**src/rtl/spi_peripheral.sv**
```systemverilog
// SPI mode-0 responder: oversamples SCK/CS/MOSI on clk, receives bytes into an RX FIFO
// and shifts out bytes preloaded into a TX FIFO on MISO, MSB first.
module spi_peripheral #(
  parameter int unsigned FIFO_DEPTH   = 8,
  parameter logic [7:0]  DEFAULT_RESP = 8'hFF
) (
  input  logic       clk,
  input  logic       Rst,
  input  logic       spi_sck,
  input  logic       spi_cs,
  input  logic       spi_mosi,
  output logic       spi_miso,
  output logic       spi_miso_oe,
  input  logic       tx_wr,
  input  logic [7:0] tx_din,
  output logic       tx_full,
  output logic       tx_empty,
  input  logic       rx_rd,
  output logic [7:0] rx_dout,
  output logic       rx_data_avail,
  output logic       rx_overflow,
  output logic       tx_underrun,
  input  logic       flag_clr,
  output logic       busy
);

  localparam int unsigned AW = $clog2(FIFO_DEPTH);
  localparam logic [AW:0] DEPTH_C = (AW+1)'(FIFO_DEPTH);

  typedef enum logic {IDLE, SHIFT} state_t;

  state_t      state_q, state_d;
  logic [2:0]  sck_sync_q, sck_sync_d;
  logic [2:0]  cs_sync_q, cs_sync_d;
  logic [1:0]  mosi_sync_q, mosi_sync_d;
  logic [7:0]  tx_shift_q, tx_shift_d;
  logic [6:0]  rx_shift_q, rx_shift_d;
  logic [2:0]  bit_cnt_q, bit_cnt_d;
  logic        byte_done_q, byte_done_d;
  logic        rx_overflow_q, rx_overflow_d;
  logic        tx_underrun_q, tx_underrun_d;

  logic [7:0]  tx_mem_q [FIFO_DEPTH];
  logic [7:0]  tx_mem_d [FIFO_DEPTH];
  logic [AW-1:0] tx_rd_ptr_q, tx_rd_ptr_d, tx_wr_ptr_q, tx_wr_ptr_d;
  logic [AW:0] tx_cnt_q, tx_cnt_d;

  logic [7:0]  rx_mem_q [FIFO_DEPTH];
  logic [7:0]  rx_mem_d [FIFO_DEPTH];
  logic [AW-1:0] rx_rd_ptr_q, rx_rd_ptr_d, rx_wr_ptr_q, rx_wr_ptr_d;
  logic [AW:0] rx_cnt_q, rx_cnt_d;

  logic sck_rise, sck_fall, cs_fall, cs_rise, mosi_s;
  logic load, tx_push, tx_pop, rx_push_req, rx_push, rx_pop, rx_full;
  logic [7:0] load_byte, rx_byte;

  assign sck_rise = sck_sync_q[1] & ~sck_sync_q[2];
  assign sck_fall = ~sck_sync_q[1] & sck_sync_q[2];
  assign cs_fall  = ~cs_sync_q[1] & cs_sync_q[2];
  assign cs_rise  = cs_sync_q[1] & ~cs_sync_q[2];
  assign mosi_s   = mosi_sync_q[1];

  assign tx_full       = (tx_cnt_q == DEPTH_C);
  assign tx_empty      = (tx_cnt_q == '0);
  assign rx_full       = (rx_cnt_q == DEPTH_C);
  assign rx_data_avail = (rx_cnt_q != '0);
  assign rx_dout       = rx_data_avail ? rx_mem_q[rx_rd_ptr_q] : '0;
  assign rx_overflow   = rx_overflow_q;
  assign tx_underrun   = tx_underrun_q;
  assign busy          = (state_q == SHIFT);
  assign spi_miso_oe   = (state_q == SHIFT);
  assign spi_miso      = (state_q == SHIFT) & tx_shift_q[7];

  assign load_byte = tx_empty ? DEFAULT_RESP : tx_mem_q[tx_rd_ptr_q];
  assign rx_byte   = {rx_shift_q, mosi_s};

  always_comb begin
    sck_sync_d  = {sck_sync_q[1:0], spi_sck};
    cs_sync_d   = {cs_sync_q[1:0], spi_cs};
    mosi_sync_d = {mosi_sync_q[0], spi_mosi};
    state_d     = state_q;
    tx_shift_d  = tx_shift_q;
    rx_shift_d  = rx_shift_q;
    bit_cnt_d   = bit_cnt_q;
    byte_done_d = byte_done_q;
    load        = 1'b0;
    rx_push_req = 1'b0;

    unique case (state_q)
      IDLE: begin
        if (cs_fall) begin
          state_d     = SHIFT;
          load        = 1'b1;
          bit_cnt_d   = '0;
          byte_done_d = 1'b0;
        end
      end
      SHIFT: begin
        // cs_rise must win over any sck event landing in the same cycle
        if (cs_rise) begin
          state_d     = IDLE;
          bit_cnt_d   = '0;
          byte_done_d = 1'b0;
        end else if (sck_rise) begin
          rx_shift_d = rx_byte[6:0];
          if (bit_cnt_q == 3'd7) begin
            rx_push_req = 1'b1;
            bit_cnt_d   = '0;
            byte_done_d = 1'b1;
          end else begin
            bit_cnt_d = bit_cnt_q + 3'd1;
          end
        end else if (sck_fall) begin
          if (byte_done_q) begin
            load        = 1'b1;
            byte_done_d = 1'b0;
          end else begin
            tx_shift_d = {tx_shift_q[6:0], 1'b0};
          end
        end
      end
      default: state_d = IDLE;
    endcase

    if (load) tx_shift_d = load_byte;
  end

  always_comb begin
    tx_push = tx_wr & ~tx_full;
    tx_pop  = load & ~tx_empty;
    rx_pop  = rx_rd & rx_data_avail;
    rx_push = rx_push_req & (~rx_full | rx_rd);

    tx_mem_d    = tx_mem_q;
    tx_wr_ptr_d = tx_wr_ptr_q;
    tx_rd_ptr_d = tx_rd_ptr_q;
    tx_cnt_d    = tx_cnt_q;
    if (tx_push) begin
      tx_mem_d[tx_wr_ptr_q] = tx_din;
      tx_wr_ptr_d = tx_wr_ptr_q + 1'b1;
    end
    if (tx_pop) tx_rd_ptr_d = tx_rd_ptr_q + 1'b1;
    if (tx_push && !tx_pop) tx_cnt_d = tx_cnt_q + 1'b1;
    else if (!tx_push && tx_pop) tx_cnt_d = tx_cnt_q - 1'b1;

    rx_mem_d    = rx_mem_q;
    rx_wr_ptr_d = rx_wr_ptr_q;
    rx_rd_ptr_d = rx_rd_ptr_q;
    rx_cnt_d    = rx_cnt_q;
    if (rx_push) begin
      rx_mem_d[rx_wr_ptr_q] = rx_byte;
      rx_wr_ptr_d = rx_wr_ptr_q + 1'b1;
    end
    if (rx_pop) rx_rd_ptr_d = rx_rd_ptr_q + 1'b1;
    if (rx_push && !rx_pop) rx_cnt_d = rx_cnt_q + 1'b1;
    else if (!rx_push && rx_pop) rx_cnt_d = rx_cnt_q - 1'b1;

    rx_overflow_d = (rx_overflow_q & ~flag_clr) | (rx_push_req & ~rx_push);
    tx_underrun_d = (tx_underrun_q & ~flag_clr) | (load & tx_empty);
  end

  always_ff @(posedge clk) begin
    if (Rst) begin
      state_q       <= IDLE;
      sck_sync_q    <= 3'b000;
      cs_sync_q     <= 3'b111;
      mosi_sync_q   <= 2'b00;
      tx_shift_q    <= '0;
      rx_shift_q    <= '0;
      bit_cnt_q     <= '0;
      byte_done_q   <= 1'b0;
      rx_overflow_q <= 1'b0;
      tx_underrun_q <= 1'b0;
      tx_mem_q      <= '{default: '0};
      tx_rd_ptr_q   <= '0;
      tx_wr_ptr_q   <= '0;
      tx_cnt_q      <= '0;
      rx_mem_q      <= '{default: '0};
      rx_rd_ptr_q   <= '0;
      rx_wr_ptr_q   <= '0;
      rx_cnt_q      <= '0;
    end else begin
      state_q       <= state_d;
      sck_sync_q    <= sck_sync_d;
      cs_sync_q     <= cs_sync_d;
      mosi_sync_q   <= mosi_sync_d;
      tx_shift_q    <= tx_shift_d;
      rx_shift_q    <= rx_shift_d;
      bit_cnt_q     <= bit_cnt_d;
      byte_done_q   <= byte_done_d;
      rx_overflow_q <= rx_overflow_d;
      tx_underrun_q <= tx_underrun_d;
      tx_mem_q      <= tx_mem_d;
      tx_rd_ptr_q   <= tx_rd_ptr_d;
      tx_wr_ptr_q   <= tx_wr_ptr_d;
      tx_cnt_q      <= tx_cnt_d;
      rx_mem_q      <= rx_mem_d;
      rx_rd_ptr_q   <= rx_rd_ptr_d;
      rx_wr_ptr_q   <= rx_wr_ptr_d;
      rx_cnt_q      <= rx_cnt_d;
    end
  end

endmodule
```
**config.mk**
```make
export PLATFORM = sky130hd
export DESIGN_NAME = spi_peripheral
export DESIGN_NICKNAME = d
export VERILOG_FILES = /design/src/rtl/spi_peripheral.sv
export SDC_FILE = /design/constraint.sdc
export NUM_CORES = 1
export LEC_CHECK = 0
export ABC_AREA = 1
export CORE_AREA = 2 2 171 173
export CTS_CLUSTER_DIAMETER = 100
export DETAILED_ROUTE_END_ITERATION = 8
export DIE_AREA = 0 0 173 175
export PLACE_DENSITY = 0.49
export SYNTH_ARGS = -nofsm -noshare
export SYNTH_HDL_FRONTEND = slang
export SYNTH_SLANG_ARGS = --single-unit
```
**constraint.sdc**
```tcl
create_clock -name clk -period 3 [get_ports clk]
set_clock_uncertainty 0.1 [all_clocks]
set_input_delay 0.3 -clock clk [delete_from_list [all_inputs] [get_ports clk]]
set_output_delay 0.3 -clock clk [all_outputs]
set_load 0.05 [all_outputs]
```
==> impl_metrics.tcl, run 1 <==
set metrics [dict create \
    status "completed" \
    antenna_found_initial 0 \
    synth.area.top_cells "dfxtp_1 42%, nand2_1 14%, nor2_1 7.9%, a21oi_1 7.0%, nand3_1 5.9%" \
    dr.first_iter.drc_count 610 \
    synth_area_leader_cell "dfxtp_1" \
    max_cap_viol_count 0 \
    rsz0062_at_grt "no" \
    clk_latency_ns 0.44 \
    coreArea_um2 28400 \
    cts_tree "yes" \
    hp-class "primary input to flop" \
    syn_nets 1253 \
    synth_seq_area_share_pct 42.2 \
    layout-drive-gt1-share_pct 7.11 \
    die_w_um 173 \
    ir_drop_uv 400 \
    viasPerCell 4.85 \
    maxSlewViolCount 0 \
    dr_total_vias 7865 \
    drt-total-wl_um 25000 \
    cellLeakagePower_nw 3.72 \
    grt_pass1_wl_um 40300 \
    synthCells 1223 \
    ant_nets 0 \
    clock.fmax_mhz 395 \
    ys_seq_elements 178 \
    postCtsHoldBufs 0 \
    setup_viol 0 \
    p_per_area_nw_per_um2 669 \
    worstPathArrival_ns 2.13 \
    drc 0 \
    post_dp_cell_area_um2 9100 \
    portBuffers 31 \
    post_cts_buffers 0 \
    cts_sinks 178 \
    area_growth_pct 14.7 \
    clk_pin_slew_ns 0.07 \
    gp_congestion 0.770 \
    synth.distinct_cells 32 \
    rows 62 \
    synthArstFlopShare_pct 0 \
    setup-tns-final_ns 0 \
    dieArea_um2 30300 \
    synthDominantCellAreaShare_pct 42.2 \
    firstDrtPassIters 5 \
    setup.worst_path.start_class "flop" \
    fp.dieH_um 175 \
    fin_nets 1255 \
    cts_inserted_buffers 17 \
    hold_viol_final 0 \
    grt_pass1_vias 7152 \
    cp-end-kind "primary output" \
    worstPathMaxFanout 16 \
    cp.required_ns 2.60 \
    synth-main-ff-cell "dfxtp_1" \
    synth_area_per_cell_um2 6.91 \
    grt_max_degree 68 \
    hold_slack_ns 0.209 \
    synth_common_cells "311 x nand2_1, 178 x dfxtp_1, 178 x nor2_1" \
    synth.cell_area_um2 8450 \
    synth-edff-count 0 \
    cts.htree.levels 4 \
    wl_per_cell_um 15.4 \
    grt-ovfl-total 0 \
    stdcell_area_um2 9690 \
    grt_usage_pct 16.6 \
    cts_root_buf "clkbuf_16" \
    dpl.hpwl_um 16100 \
    yosysMostFrequentCell "nand2_1" \
    yosys_warnings 0 \
    fin_crit_sh_pct 84.4 \
    clk_path_buf_depth 2 \
    diodes 0 \
    maxSlewHeadroom_pct 55.5 \
    ios 32 \
    cts-resized-gates 0 \
    min_period_ns 2.53 \
    tightest_slew_ns 0.667 \
    path_class "flop to primary output" \
    start_util_pct 29.8 \
]
## cell usage in the layout (no fill, tap or decap), types with 3 or more instances in the layout
| master | netlist | routed |
|---|---|---|
| o22ai_1 | 8 | 8 |
| xnor2_1 | 4 | 4 |
| xor2_1 | 3 | 3 |
| ha_1 | 12 | 12 |
| o21ai_0 | 72 | 72 |
| dfxtp_1 | 178 | 178 |
| nand2_1 | 311 | 311 |
| buf_4 | 4 | 34 |
| a21oi_1 | 119 | 119 |
| clkinvlp_4 | 0 | 3 |
| nand3_1 | 99 | 99 |
| nor2_1 | 178 | 178 |
| clkinv_4 | 0 | 3 |
| inv_6 | 0 | 3 |
| nand4_1 | 65 | 65 |
| mux2i_1 | 8 | 8 |
| nor2_2 | 6 | 6 |
| clkinv_1 | 5 | 4 |
| clkbuf_16 | 0 | 17 |
| inv_1 | 60 | 60 |
| inv_2 | 4 | 5 |
| nor2_8 | 5 | 5 |
| clkdlybuf4s50_1 | 0 | 22 |
## final timing paths
| kind | from | to | slack [ns] | depth (start not counted) |
|---|---|---|---|---|
| worst max-delay path | rx_rd_ptr_q[0]$_SDFFE_PP0P_ | rx_dout[2] | 0.47 | 7 |
| worst min-delay path | Rst | tx_mem_q[53]$_SDFFE_PP0P_ | 0.21 | 2 |
| worst max register to register | bit_cnt_q[0]$_SDFFE_PP0P_ | rx_mem_q[59]$_SDFFE_PP0P_ | 0.55 | 8 |
| worst min register to register | mosi_sync_q[0]$_SDFF_PP0_ | mosi_sync_q[1]$_SDFF_PP0_ | 0.30 | 2 |
## final cells by class
| cell class | instances | area, µm² |
|---|---|---|
| clock buffers | 19 | 443 |
| flip-flops and latches | 178 | 3560 |
| well taps | 384 | 480 |
| repair buffers | 57 | 495 |
| clock inverters | 13 | 151 |
| inverters | 69 | 259 |
| multi-input cells | 902 | 4300 |
| fillers | 3146 | 18700 |
## metrics by stage
step	utilization, %	power, W	std cells	setup WS (ns)
after global placement	32.1	0.00422	1590	0.550
after global routing	34.1	0.00686	1622	0.238
after floorplan	-	0.00372	1223	0.212
after CTS	34.1	0.00658	1622	0.385
after detailed placement	32.1	0.00423	1590	0.525
final	34.1	0.00649	1622	0.468
## state kept, by name, summed over array words and instances, names as in the netlist, 4 cells and up
name and cells:
rx_shift_q 7, rx_cnt_q 4, tx_mem_q 64, tx_shift_q 8, tx_cnt_q 4, rx_mem_q 64
## critical path, stage by stage (launching register included)
cell and delay (ns):
dfxtp_1 0.33, clkinv_1 0.26, buf_4 0.31, o21ai_0 0.25, o21ai_0 0.12, o21ai_0 0.17, nor2_1 0.07, buf_4 0.19
## per-layer routing
metal / vias to the layer above / part of all wire (%) / GRT usage [%]
li1: 4031 / - / -
met5: - / 0 / 0
met2: 183 / 45 / 26.0
met4: 0 / 1.5 / 4.87
met3: 21 / 4.1 / 2.61
met1: 3630 / 50 / 23.6
## power breakdown
part | internal (W) | leakage [nW] | switching (W)
logic | 0.000499 | 2.00 | 0.00110
registers | 0.00247 | 1.44 | 0.0000911
clock network | 0.00127 | 0.282 | 0.00106
total | 0.00424 | 3.72 | 0.00225
## cells by family after synthesis
family | Yosys count | share of synthesized area [%]
AOI/OAI and AO/OA | 200 | 12.0
DFF | 178 | 42.2
buffers and inverters | 143 | 6.93
muxes | 8 | 0.948
and+or+nand+nor | 673 | 35.0
xor gates and xnor gates | 7 | 0.726
adders and majority gates | 14 | 2.25
Power figures use the tool's default switching activity.
==> inputs of run 2 (changes only) <==
clock period = 2.4 ns   (was 3 ns; I/O delays follow)
==> run 2 against run 1 <==
  * Design area grew 1.7%
  * Critical path depth shrank 1
  * Hold slack lost 0.19 ns
  * First-iteration DRC count shrank 6.2%
  * Clock power grew 24%
  * Register-to-register slack lost 0.36 ns
  * Global-route usage shrank 0.18 points
  * Largest cell class unchanged
  * Largest power group unchanged
==> impl_metrics.tcl, run 2 (synthesis gave the netlist of run 1 again) <==
set metrics [dict create \
    clk_pin_slew_ns 0.07 \
    coreArea_um2 28400 \
    crit_slowest_cell "dfxtp_1" \
    grt_pass1_wl_um 40100 \
    hold_viol_final 0 \
    dr_total_vias 7953 \
    final_common_cell "nand2_1" \
    fillers 3135 \
    die_w_um 173 \
    clk_path_buf_depth 2 \
    max_stage_delay_ns 0.37 \
    path_cells "buf_8, o21ai_0, o22ai_1, nor2_1, nor2_1, buf_4" \
    fp.dieH_um 175 \
    most-common-layout-cells "307 x nand2_1, 176 x dfxtp_1, 175 x nor2_1" \
    maxSlewViolCount 0 \
    final_core_util_pct 34.7 \
    p_per_area_nw_per_um2 838 \
    gp_congestion 0.776 \
    stdcell_area_um2 9860 \
    grt_usage_pct 16.4 \
    post_cts_buffers 0 \
    setup_viol 0 \
    status "completed" \
    cts_sinks 178 \
    drt-total-wl_um 24700 \
    grt_max_degree 75 \
    clock.fmax_mhz 437 \
    antenna_found_initial 0 \
    layout-drive-gt1-share_pct 8.90 \
    grt-ovfl-total 0 \
    wl_per_cell_um 15.1 \
    worstPathMaxFanout 33 \
    ios 32 \
    cp-end-kind "primary output" \
    path_class "flop to primary output" \
    worstPathArrival_ns 1.95 \
    ant_nets 0 \
    setup.worst_path.start_class "flop" \
    grt_pass1_vias 7341 \
    firstDrtPassIters 5 \
    min_period_ns 2.29 \
    top_regs "rx_mem_q: 64 flops, tx_mem_q: 64 flops, tx_shift_q: 8 flops" \
    max_cap_viol_count 0 \
    dieArea_um2 30300 \
    dp_cells 1600 \
    portBuffers 31 \
    crit_path_frequent_cell "nor2_1" \
    cts_inserted_buffers 17 \
    dr.first_iter.drc_count 572 \
    dpl.hpwl_um 16200 \
    maxSlewHeadroom_pct 53.1 \
    ir_drop_uv 361 \
    clk_latency_ns 0.44 \
    rsz0062_at_grt "yes" \
    cts_tree "yes" \
    cts.htree.levels 4 \
    drc 0 \
    hp-class "primary input to flop" \
    cellLeakagePower_nw 3.79 \
    fin_crit_sh_pct 95.3 \
    start_util_pct 29.8 \
    cp.required_ns 2.06 \
    tightest_slew_ns 0.704 \
    postCtsHoldBufs 0 \
    cts_root_buf "clkbuf_16" \
    hold_slack_ns 0.0219 \
    rows 62 \
    area_growth_pct 16.7 \
    viasPerCell 4.88 \
    fin_nets 1265 \
    post-place-ws_ns 0.0417 \
    fin_ws_ns 0.112 \
    post_dp_cell_area_um2 9210 \
    stdcell_count 1631 \
    diodes 0 \
]
==> run 2: critical path, delay by kind of cell, from the launching register on <==
family	cells	cell delay, ns
compound gates	2	0.48
buf+inv	2	0.46
flops	1	0.37
simple gates	2	0.18
==> run 2: through the flow <==
step           power [W]  setup TNS (ns)
2_1_floorplan    0.00466               0
3_3_place_gp     0.00540               0
3_5_place_dp     0.00540               0
4_1_cts          0.00832               0
5_1_grt          0.00872         -0.0392
6_report         0.00826               0
==> run 2: worst paths after layout <==
check	slack, ns	end	depth (start not counted)	from
worst max register to register	0.19	rx_mem_q[40]$_SDFFE_PP0P_	9	bit_cnt_q[0]$_SDFFE_PP0P_
worst min register to register	0.30	mosi_sync_q[1]$_SDFF_PP0_	2	mosi_sync_q[0]$_SDFF_PP0_
worst max-delay path	0.11	rx_dout[5]	6	rx_rd_ptr_q[0]$_SDFFE_PP0P_
worst min-delay path	0.02	tx_shift_q[1]$_SDFFE_PP0P_	2	Rst
==> run 2: timing repair <==
item,CTS,global route
gates resized for setup,2,18
hold endpoints to repair,0,0
endpoints found under the setup margin,4,27
==> run 2: where the power goes <==
part	internal [W]	total [W]	switching [W]
Clock	0.00169	0.00289	0.00121
Sequential	0.00309	0.00321	0.000119
Combinational	0.000728	0.00215	0.00142
==> run 2: per-layer routing <==
layer / up-vias / share of wire [%] / GRT usage, %
met4: 0 / 1.3 / 4.70
met3: 24 / 3.2 / 2.50
li1: 4058 / - / -
met1: 3718 / 52 / 23.8
met5: - / 0 / 0
met2: 153 / 44 / 25.2
==> run 2: layout make-up <==
class,count,area [µm²],area share (%)
clock inverter,9,131,1.33
tap,384,480,4.87
inverter,69,259,2.63
clock buffer,22,464,4.71
timing repair buffer,67,604,6.13
sequential,178,3570,36.2
multi-input combinational,902,4350,44.2
